`src/rtl/draw_bg_modes_if.sv`:
```
// -----------------------------------------------------------------------------
// VGA bus interfaces used around the draw pipeline.
//   vga_if_no_rgb : timing only (hcount/vcount [10:0], hsync, vsync, hblnk, vblnk)
//                   bg_in modport consumes it, out modport produces it.
//   vga_if        : timing plus rgb [11:0]
//                   in modport consumes it, out modport produces it.
// -----------------------------------------------------------------------------
interface vga_if_no_rgb;
    logic [10:0] hcount;
    logic [10:0] vcount;
    logic        hsync;
    logic        vsync;
    logic        hblnk;
    logic        vblnk;

    modport bg_in (input  hcount, vcount, hsync, vsync, hblnk, vblnk);
    modport out   (output hcount, vcount, hsync, vsync, hblnk, vblnk);
endinterface

interface vga_if;
    logic [10:0] hcount;
    logic [10:0] vcount;
    logic        hsync;
    logic        vsync;
    logic        hblnk;
    logic        vblnk;
    logic [11:0] rgb;

    modport in  (input  hcount, vcount, hsync, vsync, hblnk, vblnk, rgb);
    modport out (output hcount, vcount, hsync, vsync, hblnk, vblnk, rgb);
endinterface

```
`src/rtl/draw_bg_modes.sv`:
```
// -----------------------------------------------------------------------------
// draw_bg_modes
// Four-mode background generator (IDLE, SINGLE, MULTI, PAUSE) placed right
// after the VGA timing generator. Screen changes happen on frame boundaries;
// any change into or out of IDLE fades through black one level per
// FRAMES_PER_STEP frames.
//
// Ports:
//   clk65MHz    in   pixel clock
//   rst_n       in   asynchronous active-low reset
//   mode_req    in   [1:0] requested screen (0 IDLE, 1 SINGLE, 2 MULTI, 3 PAUSE)
//   timing_if   in   raw VGA timing (no colour)
//   draw_bg_if  out  timing delayed by two clocks plus rgb [11:0]
//   mode_active out  [1:0] screen currently drawn
//   busy        out  high while a fade is in progress
//   fsm_state   out  [1:0] fade FSM state (0 SHOW, 1 FADE_OUT, 2 FADE_IN)
// -----------------------------------------------------------------------------
module draw_bg_modes #(
    parameter int HOR_PIX         = 1024,
    parameter int VER_PIX         = 768,
    parameter int BAR_TOP         = 51,
    parameter int BAR_BOT         = 50,
    parameter int NET_X           = 512,
    parameter int NET_W           = 12,
    parameter int DASH_LEN        = 16,
    parameter int PANEL_X         = 80,
    parameter int PANEL_W         = 863,
    parameter int PANEL_Y         = 80,
    parameter int PANEL_H         = 607,
    parameter int FRAMES_PER_STEP = 4
) (
    input  logic         clk65MHz,
    input  logic         rst_n,
    input  logic [1:0]   mode_req,
    vga_if_no_rgb.bg_in  timing_if,
    vga_if.out           draw_bg_if,
    output logic [1:0]   mode_active,
    output logic         busy,
    output logic [1:0]   fsm_state
);

    typedef enum logic [1:0] {
        SHOW     = 2'd0,
        FADE_OUT = 2'd1,
        FADE_IN  = 2'd2
    } state_t;

    localparam logic [1:0] M_IDLE  = 2'd0;
    localparam logic [1:0] M_MULTI = 2'd2;
    localparam logic [1:0] M_PAUSE = 2'd3;

    localparam logic [10:0] H_LAST    = 11'(HOR_PIX - 1);
    localparam logic [10:0] V_LAST    = 11'(VER_PIX - 1);
    localparam logic [10:0] TOP_END   = 11'(BAR_TOP);
    localparam logic [10:0] BOT_START = 11'(VER_PIX - BAR_BOT);
    localparam logic [10:0] NET_LO    = 11'(NET_X);
    localparam logic [10:0] NET_HI    = 11'(NET_X + NET_W);
    localparam logic [10:0] DASH      = 11'(DASH_LEN);
    localparam logic [10:0] PX_LO     = 11'(PANEL_X);
    localparam logic [10:0] PX_HI     = 11'(PANEL_X + PANEL_W);
    localparam logic [10:0] PY_LO     = 11'(PANEL_Y);
    localparam logic [10:0] PY_HI     = 11'(PANEL_Y + PANEL_H);
    localparam logic [7:0]  F_LAST    = 8'(FRAMES_PER_STEP - 1);

    localparam logic [11:0] C_YEL = 12'hff0;
    localparam logic [11:0] C_RED = 12'hf00;
    localparam logic [11:0] C_GRN = 12'h0f0;
    localparam logic [11:0] C_BLU = 12'h00f;
    localparam logic [11:0] C_GRY = 12'h555;
    localparam logic [11:0] C_WHT = 12'hfff;
    localparam logic [11:0] C_BG  = 12'h02f;

    state_t     state;
    logic [2:0] level;
    logic [7:0] fcnt;
    logic       vblnk_d;
    logic       frame_evt;
    logic       wrap;

    assign frame_evt = timing_if.vblnk & ~vblnk_d;
    assign wrap      = (fcnt == F_LAST);
    assign fsm_state = state;

    // ---------------- fade / mode FSM (advances on frame events only) -------
    always_ff @(posedge clk65MHz or negedge rst_n) begin
        if (!rst_n) begin
            state       <= SHOW;
            level       <= 3'd0;
            fcnt        <= 8'd0;
            mode_active <= M_IDLE;
            busy        <= 1'b0;
            vblnk_d     <= 1'b0;
        end else begin
            vblnk_d <= timing_if.vblnk;
            if (frame_evt) begin
                case (state)
                    SHOW: begin
                        if (mode_req != mode_active) begin
                            // Game-to-game switches are instant; IDLE is
                            // always entered/left through black.
                            if (mode_req != M_IDLE && mode_active != M_IDLE) begin
                                mode_active <= mode_req;
                            end else begin
                                state <= FADE_OUT;
                                fcnt  <= 8'd0;
                                busy  <= 1'b1;
                            end
                        end
                    end
                    FADE_OUT: begin
                        if (!wrap) begin
                            fcnt <= fcnt + 8'd1;
                        end else begin
                            fcnt <= 8'd0;
                            if (mode_req == mode_active) begin
                                // Request withdrawn: fade back in from here.
                                state <= FADE_IN;
                            end else if (level == 3'd3) begin
                                // Screen is black for the whole next step,
                                // so the swap is invisible.
                                level       <= 3'd4;
                                mode_active <= mode_req;
                                state       <= FADE_IN;
                            end else begin
                                level <= level + 3'd1;
                            end
                        end
                    end
                    FADE_IN: begin
                        if (!wrap) begin
                            fcnt <= fcnt + 8'd1;
                        end else begin
                            fcnt <= 8'd0;
                            if (level <= 3'd1) begin
                                level <= 3'd0;
                                state <= SHOW;
                                busy  <= 1'b0;
                            end else begin
                                level <= level - 3'd1;
                            end
                        end
                    end
                    default: state <= SHOW;
                endcase
            end
        end
    end

    // ---------------- raw colour -------------------------------------------
    logic        in_bar;
    logic        in_net;
    logic        dash_odd;
    logic        in_panel;
    logic [11:0] raw_rgb;
    logic [2:0]  level_eff;

    assign in_bar   = (timing_if.vcount < TOP_END) || (timing_if.vcount >= BOT_START);
    assign in_net   = (timing_if.hcount >= NET_LO) && (timing_if.hcount < NET_HI);
    assign dash_odd = ((timing_if.vcount / DASH) % 11'd2) != 11'd0;
    assign in_panel = (timing_if.hcount >= PX_LO) && (timing_if.hcount < PX_HI) &&
                      (timing_if.vcount >= PY_LO) && (timing_if.vcount < PY_HI);

    always_comb begin
        raw_rgb   = 12'h000;
        level_eff = level;
        if (!(timing_if.hblnk || timing_if.vblnk)) begin
            case (mode_active)
                M_IDLE: begin
                    if (timing_if.vcount == 11'd0)        raw_rgb = C_YEL;
                    else if (timing_if.vcount == V_LAST)  raw_rgb = C_RED;
                    else if (timing_if.hcount == 11'd0)   raw_rgb = C_GRN;
                    else if (timing_if.hcount == H_LAST)  raw_rgb = C_BLU;
                    else if (in_panel)                    raw_rgb = C_GRY;
                    else                                  raw_rgb = C_BG;
                end
                M_MULTI: raw_rgb = (in_bar || (in_net && !dash_odd)) ? C_WHT : C_BG;
                default: raw_rgb = (in_bar || in_net) ? C_WHT : C_BG;
            endcase
        end
        // PAUSE dims the SINGLE picture by one extra level, never past black.
        if (mode_active == M_PAUSE && level != 3'd4) begin
            level_eff = level + 3'd1;
        end
    end

    // ---------------- stage 1: raw colour + timing --------------------------
    logic [10:0] s1_hcount;
    logic [10:0] s1_vcount;
    logic        s1_hsync;
    logic        s1_vsync;
    logic        s1_hblnk;
    logic        s1_vblnk;
    logic [11:0] s1_rgb;
    logic [2:0]  s1_shift;

    always_ff @(posedge clk65MHz or negedge rst_n) begin
        if (!rst_n) begin
            s1_hcount <= 11'd0;
            s1_vcount <= 11'd0;
            s1_hsync  <= 1'b0;
            s1_vsync  <= 1'b0;
            s1_hblnk  <= 1'b0;
            s1_vblnk  <= 1'b0;
            s1_rgb    <= 12'h000;
            s1_shift  <= 3'd0;
        end else begin
            s1_hcount <= timing_if.hcount;
            s1_vcount <= timing_if.vcount;
            s1_hsync  <= timing_if.hsync;
            s1_vsync  <= timing_if.vsync;
            s1_hblnk  <= timing_if.hblnk;
            s1_vblnk  <= timing_if.vblnk;
            s1_rgb    <= raw_rgb;
            s1_shift  <= level_eff;
        end
    end

    // ---------------- stage 2: per-channel fade shift -----------------------
    always_ff @(posedge clk65MHz or negedge rst_n) begin
        if (!rst_n) begin
            draw_bg_if.hcount <= 11'd0;
            draw_bg_if.vcount <= 11'd0;
            draw_bg_if.hsync  <= 1'b0;
            draw_bg_if.vsync  <= 1'b0;
            draw_bg_if.hblnk  <= 1'b0;
            draw_bg_if.vblnk  <= 1'b0;
            draw_bg_if.rgb    <= 12'h000;
        end else begin
            draw_bg_if.hcount <= s1_hcount;
            draw_bg_if.vcount <= s1_vcount;
            draw_bg_if.hsync  <= s1_hsync;
            draw_bg_if.vsync  <= s1_vsync;
            draw_bg_if.hblnk  <= s1_hblnk;
            draw_bg_if.vblnk  <= s1_vblnk;
            draw_bg_if.rgb    <= {s1_rgb[11:8] >> s1_shift,
                                  s1_rgb[7:4]  >> s1_shift,
                                  s1_rgb[3:0]  >> s1_shift};
        end
    end

endmodule

```
`src/flat_wrapper.sv`:
```
// flat-port wrapper written by rule: the top's interface ports become plain ports
module draw_bg_modes_flat 
#(
    parameter int HOR_PIX         = 1024,
    parameter int VER_PIX         = 768,
    parameter int BAR_TOP         = 51,
    parameter int BAR_BOT         = 50,
    parameter int NET_X           = 512,
    parameter int NET_W           = 12,
    parameter int DASH_LEN        = 16,
    parameter int PANEL_X         = 80,
    parameter int PANEL_W         = 863,
    parameter int PANEL_Y         = 80,
    parameter int PANEL_H         = 607,
    parameter int FRAMES_PER_STEP = 4
)
  (clk65MHz, rst_n, mode_req, mode_active, busy, fsm_state, timing_if_hcount, timing_if_vcount, timing_if_hsync, timing_if_vsync, timing_if_hblnk, timing_if_vblnk, draw_bg_if_hcount, draw_bg_if_vcount, draw_bg_if_hsync, draw_bg_if_vsync, draw_bg_if_hblnk, draw_bg_if_vblnk, draw_bg_if_rgb);
  vga_if_no_rgb timing_if_i ();
  vga_if draw_bg_if_i ();
  input  logic clk65MHz;
  input  logic rst_n;
  input  logic [1:0] mode_req;
  output logic [1:0] mode_active;
  output logic busy;
  output logic [1:0] fsm_state;
  input wire logic [$bits(timing_if_i.hcount)-1:0] timing_if_hcount;
  input wire logic [$bits(timing_if_i.vcount)-1:0] timing_if_vcount;
  input wire logic [$bits(timing_if_i.hsync)-1:0] timing_if_hsync;
  input wire logic [$bits(timing_if_i.vsync)-1:0] timing_if_vsync;
  input wire logic [$bits(timing_if_i.hblnk)-1:0] timing_if_hblnk;
  input wire logic [$bits(timing_if_i.vblnk)-1:0] timing_if_vblnk;
  output wire logic [$bits(draw_bg_if_i.hcount)-1:0] draw_bg_if_hcount;
  output wire logic [$bits(draw_bg_if_i.vcount)-1:0] draw_bg_if_vcount;
  output wire logic [$bits(draw_bg_if_i.hsync)-1:0] draw_bg_if_hsync;
  output wire logic [$bits(draw_bg_if_i.vsync)-1:0] draw_bg_if_vsync;
  output wire logic [$bits(draw_bg_if_i.hblnk)-1:0] draw_bg_if_hblnk;
  output wire logic [$bits(draw_bg_if_i.vblnk)-1:0] draw_bg_if_vblnk;
  output wire logic [$bits(draw_bg_if_i.rgb)-1:0] draw_bg_if_rgb;
  assign timing_if_i.hcount = timing_if_hcount;
  assign timing_if_i.vcount = timing_if_vcount;
  assign timing_if_i.hsync = timing_if_hsync;
  assign timing_if_i.vsync = timing_if_vsync;
  assign timing_if_i.hblnk = timing_if_hblnk;
  assign timing_if_i.vblnk = timing_if_vblnk;
  assign draw_bg_if_hcount = draw_bg_if_i.hcount;
  assign draw_bg_if_vcount = draw_bg_if_i.vcount;
  assign draw_bg_if_hsync = draw_bg_if_i.hsync;
  assign draw_bg_if_vsync = draw_bg_if_i.vsync;
  assign draw_bg_if_hblnk = draw_bg_if_i.hblnk;
  assign draw_bg_if_vblnk = draw_bg_if_i.vblnk;
  assign draw_bg_if_rgb = draw_bg_if_i.rgb;
  draw_bg_modes #(.HOR_PIX(HOR_PIX), .VER_PIX(VER_PIX), .BAR_TOP(BAR_TOP), .BAR_BOT(BAR_BOT), .NET_X(NET_X), .NET_W(NET_W), .DASH_LEN(DASH_LEN), .PANEL_X(PANEL_X), .PANEL_W(PANEL_W), .PANEL_Y(PANEL_Y), .PANEL_H(PANEL_H), .FRAMES_PER_STEP(FRAMES_PER_STEP)) u_core (.clk65MHz(clk65MHz), .rst_n(rst_n), .mode_req(mode_req), .timing_if(timing_if_i), .draw_bg_if(draw_bg_if_i), .mode_active(mode_active), .busy(busy), .fsm_state(fsm_state));
endmodule
```
`config.mk`:
```
export PLATFORM = sky130hd
export DESIGN_NAME = draw_bg_modes_flat
export DESIGN_NICKNAME = d
export VERILOG_FILES = /design/src/rtl/draw_bg_modes_if.sv /design/src/rtl/draw_bg_modes.sv /design/src/flat_wrapper.sv
export SDC_FILE = /design/constraint.sdc
export NUM_CORES = 1
export LEC_CHECK = 0
export BUFFER_PORTS_ARGS = -buffer_cell sky130_fd_sc_hd__buf_2
export CAP_MARGIN = 20
export CORE_UTILIZATION = 54
export CTS_BUF_LIST = sky130_fd_sc_hd__clkbuf_16
export DETAILED_ROUTE_END_ITERATION = 10
export PLACE_DENSITY_LB_ADDON = 0.2
export SYNTH_ARGS = -nofsm -noshare
export SYNTH_HDL_FRONTEND = slang
export SYNTH_SLANG_ARGS = --single-unit
export TNS_END_PERCENT = 30
```
`constraint.sdc`:
```
create_clock -name clk65MHz -period 2.2 [get_ports clk65MHz]
set_clock_uncertainty 0.15 [all_clocks]
set_input_delay 0.55 -clock clk65MHz [delete_from_list [all_inputs] [get_ports clk65MHz]]
set_output_delay 0.55 -clock clk65MHz [all_outputs]
set_load 0.05 [all_outputs]
```
==> results of run 1 <==
-- routing by layer --
layer	share of wire	up-vias	global-route usage
li1	-	1160	-
met1	0.45	1149	0.300
met2	0.48	74	0.362
met3	0.054	11	0.0511
met4	0.017	0	0.119
met5	0	-	0
-- per-stage QoR --
stage,utilization,total power (uW),hold slack (ps)
6_report,0.706,5140,169
5_1_grt,0.706,5430,159
4_1_cts,0.704,5160,164
3_5_place_dp,0.653,3620,185
3_3_place_gp,0.653,3580,181
2_1_floorplan,-,3190,104
-- report_power, final --
part | internal, uW | switching (uW) | leakage, uW | total [uW]
Combinational | 533 | 993 | 0.000819 | 1530
Sequential | 1880 | 211 | 0.00110 | 2090
Clock | 889 | 630 | 0.000140 | 1520
Total | 3300 | 1830 | 0.00205 | 5140
-- timing repair --
item / CTS / global route
hold buffers: 1 / 0
setup endpoints to repair: 0 / 3
buffers inserted: 0 / 1
hold endpoints to repair: 9 / 0
gates resized for setup: 0 / 1
-- logic make-up after synthesis --
family                     after synthesis
and+or+nand+nor                         93
DFF                                     90
AOI/OAI and AO/OA                       55
muxes                                   13
buffers and inverters                   11
adders and majority gates               10
xor gates and xnor gates                 3
-- synth_stat cells, types with 3 or more instances --
master	count	area [sq um]
sky130_fd_sc_hd__dfrtp_1	90	2250
sky130_fd_sc_hd__nor2_1	22	82.6
sky130_fd_sc_hd__nand2_1	17	63.8
sky130_fd_sc_hd__o21ai_0	12	60.1
sky130_fd_sc_hd__a21oi_1	10	50.1
sky130_fd_sc_hd__ha_1	10	125
sky130_fd_sc_hd__nand3_1	9	45.0
sky130_fd_sc_hd__nor3_1	8	40.0
sky130_fd_sc_hd__mux2i_1	7	70.1
sky130_fd_sc_hd__inv_1	6	22.5
sky130_fd_sc_hd__nor2b_1	6	37.5
sky130_fd_sc_hd__nor4_1	6	37.5
sky130_fd_sc_hd__o21ai_1	6	30.0
sky130_fd_sc_hd__nand2b_1	5	31.3
sky130_fd_sc_hd__mux2_2	4	45.0
sky130_fd_sc_hd__o31ai_1	4	30.0
sky130_fd_sc_hd__a211oi_1	3	22.5
sky130_fd_sc_hd__a31oi_1	3	18.8
sky130_fd_sc_hd__and2_1	3	18.8
sky130_fd_sc_hd__and3_1	3	18.8
sky130_fd_sc_hd__nand4_1	3	18.8
-- registers in the layout (all words and copies together) (netlist names), 2 cells and up --
| name | flops |
|---|---|
| u_core.s1_rgb | 7 |
| u_core.fsm_state | 2 |
| u_core.s1_vcount | 11 |
| u_core.level | 3 |
| u_core.draw_bg_if.rgb | 12 |
| u_core.draw_bg_if.vcount | 11 |
| u_core.s1_shift | 3 |
| u_core.s1_hcount | 11 |
| u_core.mode_active | 2 |
| u_core.draw_bg_if.hcount | 11 |
| u_core.fcnt | 8 |
-- layout make-up --
type                            instances  area, sq um
Tap cell                               75         93.8
Timing Repair Buffer                   81          445
Fill cell                             417         1780
Clock buffer                            9          225
Inverter                                6         22.5
Multi-Input combinational cell        174         1160
Sequential cell                        90         2250
Clock inverter                          7         77.6
-- worst max-delay path: cells and delay by family, from the launching register on --
family                     cells  cell delay, ps
buffers and inverters          1             100
and+or+nand+nor                1             140
DFF                            1             410
adders and majority gates      1             250
AOI/OAI and AO/OA              2             500
muxes                          1             350
-- worst max-delay path by stage --
stage / startpoint / to / slack (ps) / cells past startpoint
global route: u_core.fsm_state[1]$_DFFE_PN0P_ / u_core.fsm_state[1]$_DFFE_PN0P_ / 40 / 6
global placement: mode_req[0] / u_core.fsm_state[0]$_DFFE_PN0P_ / 110 / 6
CTS: u_core.fsm_state[1]$_DFFE_PN0P_ / u_core.fcnt[5]$_DFFE_PN0P_ / 120 / 6
floorplan: u_core.mode_active[1]$_DFFE_PN0P_ / u_core.fsm_state[0]$_DFFE_PN0P_ / 40 / 6
detailed placement: mode_req[0] / u_core.fsm_state[1]$_DFFE_PN0P_ / 20 / 6
finish: u_core.fsm_state[1]$_DFFE_PN0P_ / u_core.fsm_state[1]$_DFFE_PN0P_ / 180 / 6
==> results.txt, run 1 <==
- Status: finished clean
- FMAX: 0.496 GHz
- DR iter-0 viols: 88
- Insertion delay of the later-clocked pin in the worst-skew pair: 340 ps
- Inserted Clock Buffers: 9
- Syn Nets: 315
- Dominant combinational cell family by area after synthesis: simple AND/OR/NAND/NOR gates
- Largest fanout of any net on the critical path: 5
- Overall routed net length: 6720 microns
- Detailed placement finished with a half-perimeter wire length of 4790 microns.
- The library cell used most frequently in the layout, excluding fill and tap cells, is sky130_fd_sc_hd__dfrtp_1.
- In the global route stage, overall resource usage came out at 0.231.
* FF-to-FF End: u_core.fsm_state[1]$_DFFE_PN0P_
- The finished layout holds 442 standard cells, fillers aside.
- The tree is rooted in a sky130_fd_sc_hd__clkbuf_16.
- Of the total synthesized cell area, the portion taken by XOR and XNOR cells is 0.00761.
- Wirelength per Cell: 15.2 microns
* Worst voltage drop across the vdd grid: 0.803 mV
- Gpl congestion: 0.847
* Total power density per cell area: 1200 nW/um^2
* Overall die width: 82.0 microns
* Portion of the clock cycle consumed by the worst path in the final layout: 0.916
- Post-detailed-route via-to-cell ratio: 5.42
- Entering global routing, the biggest net connects 57 pins.
- Synthesis produced 275 cells.
* Data required time of the critical path: 2270 ps
- Leakage power total: 0.00205 uW
* RSZ-0062 raised after global routing: false
* Proportion of register bits with asynchronous set or reset after synthesis: 1.00
- From synthesis to final layout, the design area changed by 23.9%.
- In this run the number of H-tree levels came out at 3.
- Minimum setup slack in the final design: 184 ps
- Final setup violation count: 0
* Effective utilization at floorplan: 0.570
- Wire length of the first global-routing pass: 11300 microns
- In this run the critical register-to-register path is launched from u_core.fsm_state[1]$_DFFE_PN0P_.
- Of the cells placed in the final design, the portion with a size suffix greater than 1 is 0.292.
- The compound-cell area share of the yosys netlist came to 0.106.
* Sequential area share after synthesis: 0.652
- CP arrival: 2090 ps
- Summed negative setup slack over all endpoints: 0 ps
- Number of antenna cells inserted: 0
- The number of placed instances, taps included, is 424.
* Rows: 28
- Worst Setup End Kind: flip-flop
- TritonCTS built the clock tree.
- The worst hold path belongs to the class in2reg.
- The floorplan step defined a core boundary enclosing 6060 sq um.
* Die footprint: 6720 sq um
* Number of cells on the worst reg-to-reg path: 6
- For this design, the sink count on the clock tree is 90.
- Longest individual stage delay on the worst path: 410 ps
- The startpoint identified for the worst hold timing path is timing_if_vsync.
- Die H: 82.0 microns
* Vias in the first global route: 2400
- Time the worst path needs with I/O delays and setup: 2020 ps
- Design area: 4280 sq um
- Worst path slowest cell: sky130_fd_sc_hd__dfrtp_1
- Of the total synthesized cell area, the portion taken by full adders, half adders and majority gates is 0.0362.
* Element type at the critical path start: flip-flop
- The initial antenna violation count was 0.
- Number of search-and-repair iterations in the first detailed-routing pass: 4
- Clock-pin transition on the worst setup and hold timing paths: 60 ps
* Net count, final: 402
- The average instance in the mapped netlist occupies 12.6 sq um.
- In this run, synthesis inferred 0 flip-flops with an integrated enable.
* Number of synthesized register bits: 90
* Worst reg2reg setup slack: 180 ps
- Maximum capacitance violations: 0
* Overflow left after global routing: 0
- Input/output buffers: 72
- Clk buf depth: 2
- For the pin with the worst max-slew slack, the measured transition is 405 ps.
- Post-synthesis instance area: 3450 sq um
- Hold Path Cell Cnt: 1
- Antenna violation net count after detailed routing: 0
- The count of pins over their slew limit came to 0.
* Number of distinct library cells after synthesis: 52
* Via count: 2394
* Number of I/O pins: 73
- The hold violation count in the final report was 0.
* CP Cell Sequence: inv_1, ha_1, o21ai_1, nand2_1, a211oi_2, mux2_1
- Hold path endpoint: u_core.s1_vsync$_DFF_PN0_
* Category of the most critical setup path: reg2reg
- Post-Place Cell Area: 3960 sq um
- Of the total synthesized cell area, the portion taken by AND, OR, NAND and NOR gates is 0.146.
- Yosys warns: 0
- The portion of synthesized area spent on multiplexers is 0.0398.
- Measured against its own limit, the worst slew margin works out to 0.727.
- Among all flip-flop cells after synthesis, the most frequent one is sky130_fd_sc_hd__dfrtp_1.
- Before CTS, the worst setup slack after placement is 23.7 ps.
- After detailed routing, the number of remaining DRC violations is 0.
- Commonest non-fill, non-tap cells in the layout: sky130_fd_sc_hd__dfrtp_1, sky130_fd_sc_hd__buf_2, sky130_fd_sc_hd__nor2_1, sky130_fd_sc_hd__nand2_1, sky130_fd_sc_hd__o21ai_0
No activity file was read; power rests on OpenSTA's default activity.
==> run 2, diff against run 1 <==
Settings changed: CAP_MARGIN 20 to not set, CORE_MARGIN set to 10.
==> run 2 against run 1 <==
  * The flow now finishes with violations (hold timing)
  * Fmax shrank 1.4%
  * Power shrank 4.3%
  * Via count fell by 1.5%
  * Die area grew 49%
  * First-iteration DRC count up 52%
  * Critical path type unchanged
  * Global-route usage down 8.6 points
  * Sequential share of layout area up 0.56 points
  * Core utilization decreased by 3.2 points
==> results.txt, run 2 (same netlist as run 1, synthesis figures left out) <==
- Clk root buf: sky130_fd_sc_hd__clkbuf_16
- After clock tree synthesis, the clock-pin slew on the worst setup and hold paths is 60 ps.
- Number of I/O pins: 73
- For this design the static power due to leakage is 0.00203 uW.
- Flip-flop count of the largest register after layout: 12
- Number of setup buffers added after CTS: 0
* Total GRT Usage: 0.145
* Commonest non-fill, non-tap cells in the layout: sky130_fd_sc_hd__dfrtp_1, sky130_fd_sc_hd__buf_2, sky130_fd_sc_hd__nor2_1, sky130_fd_sc_hd__nand2_1, sky130_fd_sc_hd__o21ai_0
- At the worst endpoint, the arrival time is 2110 ps.
- Category of the most critical setup path: reg2reg
- The initial antenna violation count was 0.
- Entering global routing, the biggest net connects 33 pins.
- The worst setup path is launched from a flip-flop.
* Largest fanout of any net on the critical path: 5
- Effective utilization at floorplan: 0.550
- Post-detailed-route via-to-cell ratio: 5.34
- The die covers 10000 sq um.
- Summed negative setup slack over all endpoints: 0 ps
- Detailed placer's ending HPWL: 5200 microns
* Final setup violation count: 0
* Gpl congestion: 0.876
* RSZ-0062 raised after global routing: false
* Net count, final: 400
- Power spread over the standard cell area amounts to 1160 nW/um^2.
- The floorplan has 29 rows.
- Number of hold-repair buffers added at the cts stage: 0
* Clock tree from TritonCTS: built
- DR iter-0 viols: 134
- The repair_antennas step left the layout with diodes totalling 0.
* Overall routed net length: 6940 microns
* Most common cell after layout, fill and taps aside: sky130_fd_sc_hd__dfrtp_1
* Launch point of the worst reg-to-reg path: u_core.fcnt[0]$_DFFE_PN0P_
- # clock sinks: 90
* Relative slew slack: 0.716
- The count of pins over their slew limit was 0.
- Measured along the y axis, the die boundary spans 100 microns.
- H-tree depth reported by CTS: 3
- The worst register-to-register path has a depth of 6.
- For this run the aggregate overflow at the end of global routing stands at 0.
* Violations in the final reports: hold timing
* Inserted Clock Buffers: 9
- Cells resized by post-CTS repair: 0
* Worst Setup End Kind: flip-flop
- The first global-routing pass estimated 11700 microns of wire.
* Portion of the clock cycle consumed by the worst path in the final layout: 0.929
* Largest register by flop count: u_core.draw_bg_if.rgb
- Fraction of final layout cells sized beyond drive strength 1: 0.280
* WHS: -5.31 ps
* Maximum capacitance violations: 0
* Overall die width: 100 microns
- After detailed routing, the number of remaining DRC violations is 0.
* Class of the tightest hold or removal check: in2async
* Wirelength per Cell: 15.7 microns
* Cell count after placement: 426
* Core Footprint: 6280 sq um
* Insertion delay of the later-clocked pin in the worst-skew pair: 330 ps
- Final hold viol count: 5
* Input/output buffers: 72
- The detail route stage leaves a number of antenna-violating nets equal to 0.
* Time the worst path needs with I/O delays and setup: 2040 ps
- The worst-case IR drop observed on VDD is 0.763 mV.
* Clk buf depth: 2
- The via count of the first global-routing pass came to 2366.
- FF-to-FF End: u_core.fsm_state[0]$_DFFE_PN0P_
- Worst-Margin Slew: 422 ps
* Area growth from synthesis to final layout: 22.6%
* Final cell count without fillers: 441
- FMAX: 0.489 GHz
- Data required time of the critical path: 2260 ps
* Number of search-and-repair iterations in the first detailed-routing pass: 4
* Via count: 2357
- Worst reg2reg setup slack: 160 ps
- Worst setup path start: u_core.fcnt[0]$_DFFE_PN0P_
* Number of filler cells placed in the layout: 470
- The run finished, with violations left.
[run 2: changes by cell type in the layout (fill, tap and decap cells not counted), sizes merged]
cell | before | now
buf | 80 | 79
bufinv | 1 | 0
clkinv | 1 | 2
clkinvlp | 3 | 2
dlygate4sd3 | 1 | 0
[run 2: worst max-delay path, stage by stage, from the launching register on]
cell and delay, ps:
sky130_fd_sc_hd__dfrtp_1 370, sky130_fd_sc_hd__ha_1 190, sky130_fd_sc_hd__nor4b_4 320, sky130_fd_sc_hd__nand2_1 90, sky130_fd_sc_hd__a21o_1 190, sky130_fd_sc_hd__a211oi_2 270
sky130_fd_sc_hd__mux2_1 350
[run 2: final cells by class]
class	count	area, sq um	area share
inverter	6	22.5	0.00532
timing repair buffer	79	440	0.104
clock inverter	6	35.0	0.00827
clock buffer	9	225	0.0532
tap	77	96.3	0.0227
sequential	90	2250	0.532
multi-input combinational	174	1160	0.275
[run 2: worst max-delay path by stage]
stage	end	slack, ps
2_1_floorplan	u_core.fsm_state[0]$_DFFE_PN0P_	40
3_3_place_gp	u_core.fsm_state[0]$_DFFE_PN0P_	100
3_5_place_dp	u_core.fsm_state[1]$_DFFE_PN0P_	60
4_1_cts	u_core.fcnt[3]$_DFFE_PN0P_	150
5_1_grt	u_core.fcnt[3]$_DFFE_PN0P_	50
6_report	u_core.fsm_state[0]$_DFFE_PN0P_	160
[run 2: power by group]
| part | internal, uW | switching, uW | total (uW) |
|---|---|---|---|
| sequential | 1880 | 202 | 2080 |
| clock | 750 | 581 | 1330 |
| combinational | 527 | 974 | 1500 |
| total | 3160 | 1760 | 4920 |
[run 2: through the flow]
stage                     total power [uW]  cell area [sq um]  hold WS [ps]  setup slack [ps]  utilization
after CTS                             4960               4230          8.68               147        0.674
final                                 4920               4240         -5.31               156        0.675
after floorplan                       3190               3460           104              35.0            -
after global routing                  5210               4240          11.9              50.7        0.675
after detailed placement              3610               3970           185              63.5        0.633
after global placement                3580               3970           182               104        0.633
[run 2: layer usage]
layer / up-vias / share of wire / GRT usage / routed length, microns
li1: 1161 / - / - / -
met1: 1122 / 0.43 / 0.174 / 2980
met2: 66 / 0.48 / 0.236 / 3360
met3: 8 / 0.076 / 0.0563 / 531
met4: 0 / 0.011 / 0.0446 / 79
met5: - / 0 / 0 / 0
==> run 3, diff against run 2 <==
Settings changed: ABC_AREA set to 1.
==> run 3 against run 2 <==
  * Sequential cell count unchanged
  * Area after synthesis grew 5.5%
  * Non-clock buffer count is 2 lower
  * Register-to-register slack better by 170 ps
  * Worst setup slack improved by 170 ps
  * Synthesized cell count up 40%
  * The run now ends clean
  * Die area up 4.4%
==> results.txt, run 3 <==
* Status: finished clean
* Cell count after placement: 537
* Share of the synthesized area in the top cell type: 0.618
- DR iter-0 viols: 131
- For this configuration, the core starts out at a cell density of 0.565.
- # clock sinks: 90
- Via count: 2758
* Overall routed net length: 7780 microns
* Number of antenna cells inserted: 0
* RSZ-0062 raised after global routing: false
- The netlist uses 28 different library cells.
- Post-route DRC violation count: 0
- Fraction of final layout cells sized beyond drive strength 1: 0.218
- Counting stages on the worst path, the most repeated cell is sky130_fd_sc_hd__inv_1.
- Post-Place Cell Area: 4150 sq um
* Worst path slowest cell: sky130_fd_sc_hd__dfrtp_1
* Relative slew slack: 0.630
- In this run the horizontal extent of the chip is 102 microns.
- Mapped Avg Cell Area: 9.49 sq um
- Final setup violation count: 0
* Category of the most critical setup path: reg2reg
- Post-synth EDFFs: 0
* H-tree depth reported by CTS: 3
- The die is 102 microns tall.
* Number of search-and-repair iterations in the first detailed-routing pass: 4
- Portion of the clock cycle consumed by the worst path in the final layout: 0.852
* Wirelength per Cell: 14.1 microns
- The total area inside the core boundary comes to 6460 sq um.
- Of the total power, registers draw 0.401.
- Post-detailed-route via-to-cell ratio: 4.99
- Time the worst path needs with I/O delays and setup: 1880 ps
- The initial antenna violation count came to 0.
- Across the VDD grid, the largest voltage drop is 0.789 mV.
- Wire length of the first global-routing pass: 12800 microns
* Gpl congestion: 0.872
* Longest individual stage delay on the worst path: 390 ps
- Summed over all layers, the global routing overflow is 0.
* Inserted Clock Buffers: 9
* Maximum capacitance violations: 0
- Clock-pin slew was measured on the worst setup and hold paths at 60 ps.
- Post-synthesis instance area: 3650 sq um
- Dominant cells by area after synthesis: sky130_fd_sc_hd__dfrtp_1, sky130_fd_sc_hd__nand2_1, sky130_fd_sc_hd__nor2_1
- The share of the Yosys chip area taken by registers is 0.618.
- Element type at the critical path start: flip-flop
* Portion of total power attributed to the clock network: 0.354
- Proportion of register bits with asynchronous set or reset after synthesis: 1.00
- Final cell count without fillers: 553
- Design area: 4500 sq um
- Combined area of the multi-input logic cells: 1200 sq um
- Of all nets on the critical path, the largest fanout is 6.
- Buffers added to address setup during post-CTS repair amount to 0.
* Cell type contributing the most total cell area after synthesis: sky130_fd_sc_hd__dfrtp_1
- Clk root buf: sky130_fd_sc_hd__clkbuf_16
- Cells after Synth: 384
* CP Cell Sequence: ha_1, inv_1, nor3_1, nand3_1, inv_1, nand4_1, nor2_1, a21oi_1
- Power spent charging and discharging nets: 1630 uW
- Class of the tightest hold or removal check: in2async
- CP arrival: 1940 ps
- Vias in the first global route: 2704
- Counting every net in the synthesized netlist gives 424.
* Most common cell after layout, fill and taps aside: sky130_fd_sc_hd__dfrtp_1
- The Yosys step of the flow raised 0 warnings.
- Among cell families on the critical path, the largest total delay comes from simple AND/OR/NAND/NOR gates.
- The die covers 10400 sq um.
* Sw frac: 0.330
* Clk buf depth: 2
- The top cell types in the final layout, fill and taps aside, are sky130_fd_sc_hd__dfrtp_1, sky130_fd_sc_hd__nand2_1, sky130_fd_sc_hd__buf_2, sky130_fd_sc_hd__nor2_1, sky130_fd_sc_hd__inv_1.
- Pin count of the biggest net entering global routing: 44
- Final hold viol count: 0
- Most repeated cell in the gate-level netlist after synthesis: sky130_fd_sc_hd__dfrtp_1
- The count of pins over their slew limit came to 0.
- Clock tree from TritonCTS: built
* Number of filler cells placed in the layout: 505
- Detailed placer's ending HPWL: 5670 microns
- The critical path contains buffers and inverters numbering 2 combined.
- Cells resized by post-CTS repair: 0
- Number of synthesized register bits: 90
- In this run the core area contains 29 standard-cell rows.
* Net count, final: 511
- Total power density per cell area: 1100 nW/um^2
- The worst setup path is captured at a flip-flop.
- Hold repair after CTS inserted 0 buffers.
- Summed over all failing endpoints, the final setup total negative slack is 0 ps.
* WHS: 54.7 ps
- Post-layout utilization of the core: 0.697
- Input and output buffers added on the ports amount to 72.
* Internal Power: 3310 uW
- For this design the static power due to leakage is 0.00235 uW.
* Number of I/O pins: 73
* Post-synth top cells: sky130_fd_sc_hd__dfrtp_1, sky130_fd_sc_hd__nand2_1, sky130_fd_sc_hd__nor2_1
- Area used by sequential logic in the layout: 2250 sq um
- Antenna violation net count after detailed routing: 0
* Flip-flop count of the largest register after layout: 12
- u_core.draw_bg_if.rgb holds more flip-flops than any other register.
- Total GRT Usage: 0.156
- Data required time of the critical path: 2260 ps
- The share of total power dissipated in combinational logic is 0.245.
- Worst-Margin Slew: 555 ps
- FMAX: 0.533 GHz
- The area growth from synthesis to layout is 23.4%.
- Insertion delay of the later-clocked pin in the worst-skew pair: 340 ps
- The most used flip-flop cell after synthesis is sky130_fd_sc_hd__dfrtp_1.
run 3: cell types whose count changed after synthesis, moves of 4 or more:
cell                       previous run  this run
sky130_fd_sc_hd__a21oi_1             10        14
sky130_fd_sc_hd__inv_1                6        49
sky130_fd_sc_hd__mux2_2               4         0
sky130_fd_sc_hd__mux2i_1              7         1
sky130_fd_sc_hd__nand2_1             17        87
sky130_fd_sc_hd__nand2b_1             5         0
sky130_fd_sc_hd__nand3_1              9        21
sky130_fd_sc_hd__nor2_1              22        59
sky130_fd_sc_hd__nor2b_1              6         0
sky130_fd_sc_hd__nor3_1               8         4
sky130_fd_sc_hd__nor4_1               6         2
sky130_fd_sc_hd__o21ai_0             12        17
sky130_fd_sc_hd__o21ai_1              6         0
sky130_fd_sc_hd__o31ai_1              4         0
run 3: cell families (layout without fill, tap and decap cells):
group | count (synthesis) | in the layout | share of synthesized area
AND/OR/NAND/NOR | 190 | 190 | 0.226
flip-flops | 90 | 90 | 0.618
buffers and inverters | 52 | 144 | 0.0542
AO/OA/AOI/OAI | 36 | 36 | 0.0532
adder cells (fa/ha/maj) | 10 | 10 | 0.0343
XOR/XNOR | 5 | 5 | 0.0120
multiplexers | 1 | 1 | 0.00275
run 3: power by group through the flow:
stage                     combinational [uW]  sequential [uW]  clock [uW]
after floorplan                          630             2230           0
after CTS                               1210             1980        1780
after global routing                    1350             2000        1830
final                                   1210             1980        1750
after global placement                  1190             1990           0
after detailed placement                1200             2010           0
run 3: per-stage QoR:
stage / worst slack (ps) / total power (uW)
floorplan: 272 / 2860
global placement: 387 / 3180
CTS: 323 / 4970
detailed placement: 295 / 3210
finish: 325 / 4940
global route: 159 / 5190
run 3: metal layers:
layer	vias up	share of wire	global-route usage	routed length [microns]
met1	1274	0.41	0.172	3160
li1	1381	-	-	-
met4	0	0.028	0.0813	215
met2	84	0.49	0.268	3800
met3	19	0.078	0.0432	610
met5	-	0	0	0
run 3: final timing paths:
check	endpoint	depth (start not counted)	from	slack [ps]
min in group clk65MHz	u_core.s1_vsync$_DFF_PN0_	1	timing_if_vsync	170
setup / recovery	u_core.level[2]$_DFFE_PN0P_	8	u_core.fcnt[0]$_DFFE_PN0P_	320
setup reg to reg	u_core.level[2]$_DFFE_PN0P_	8	u_core.fcnt[0]$_DFFE_PN0P_	320
hold reg to reg	u_core.draw_bg_if.vcount[7]$_DFF_PN0_	0	u_core.s1_vcount[7]$_DFF_PN0_	200
hold / removal	u_core.draw_bg_if.vcount[6]$_DFF_PN0_	1	rst_n	50
max in group asynchronous	u_core.s1_hcount[6]$_DFF_PN0_	2	rst_n	1260
run 3: final cells by class:
cell class	instances	area share
clock buffer	9	0.0501
clock inverter	7	0.0273
inverter	51	0.0431
multi-input combinational	242	0.266
sequential	90	0.501
tap	77	0.0214
timing repair buffer	77	0.0918
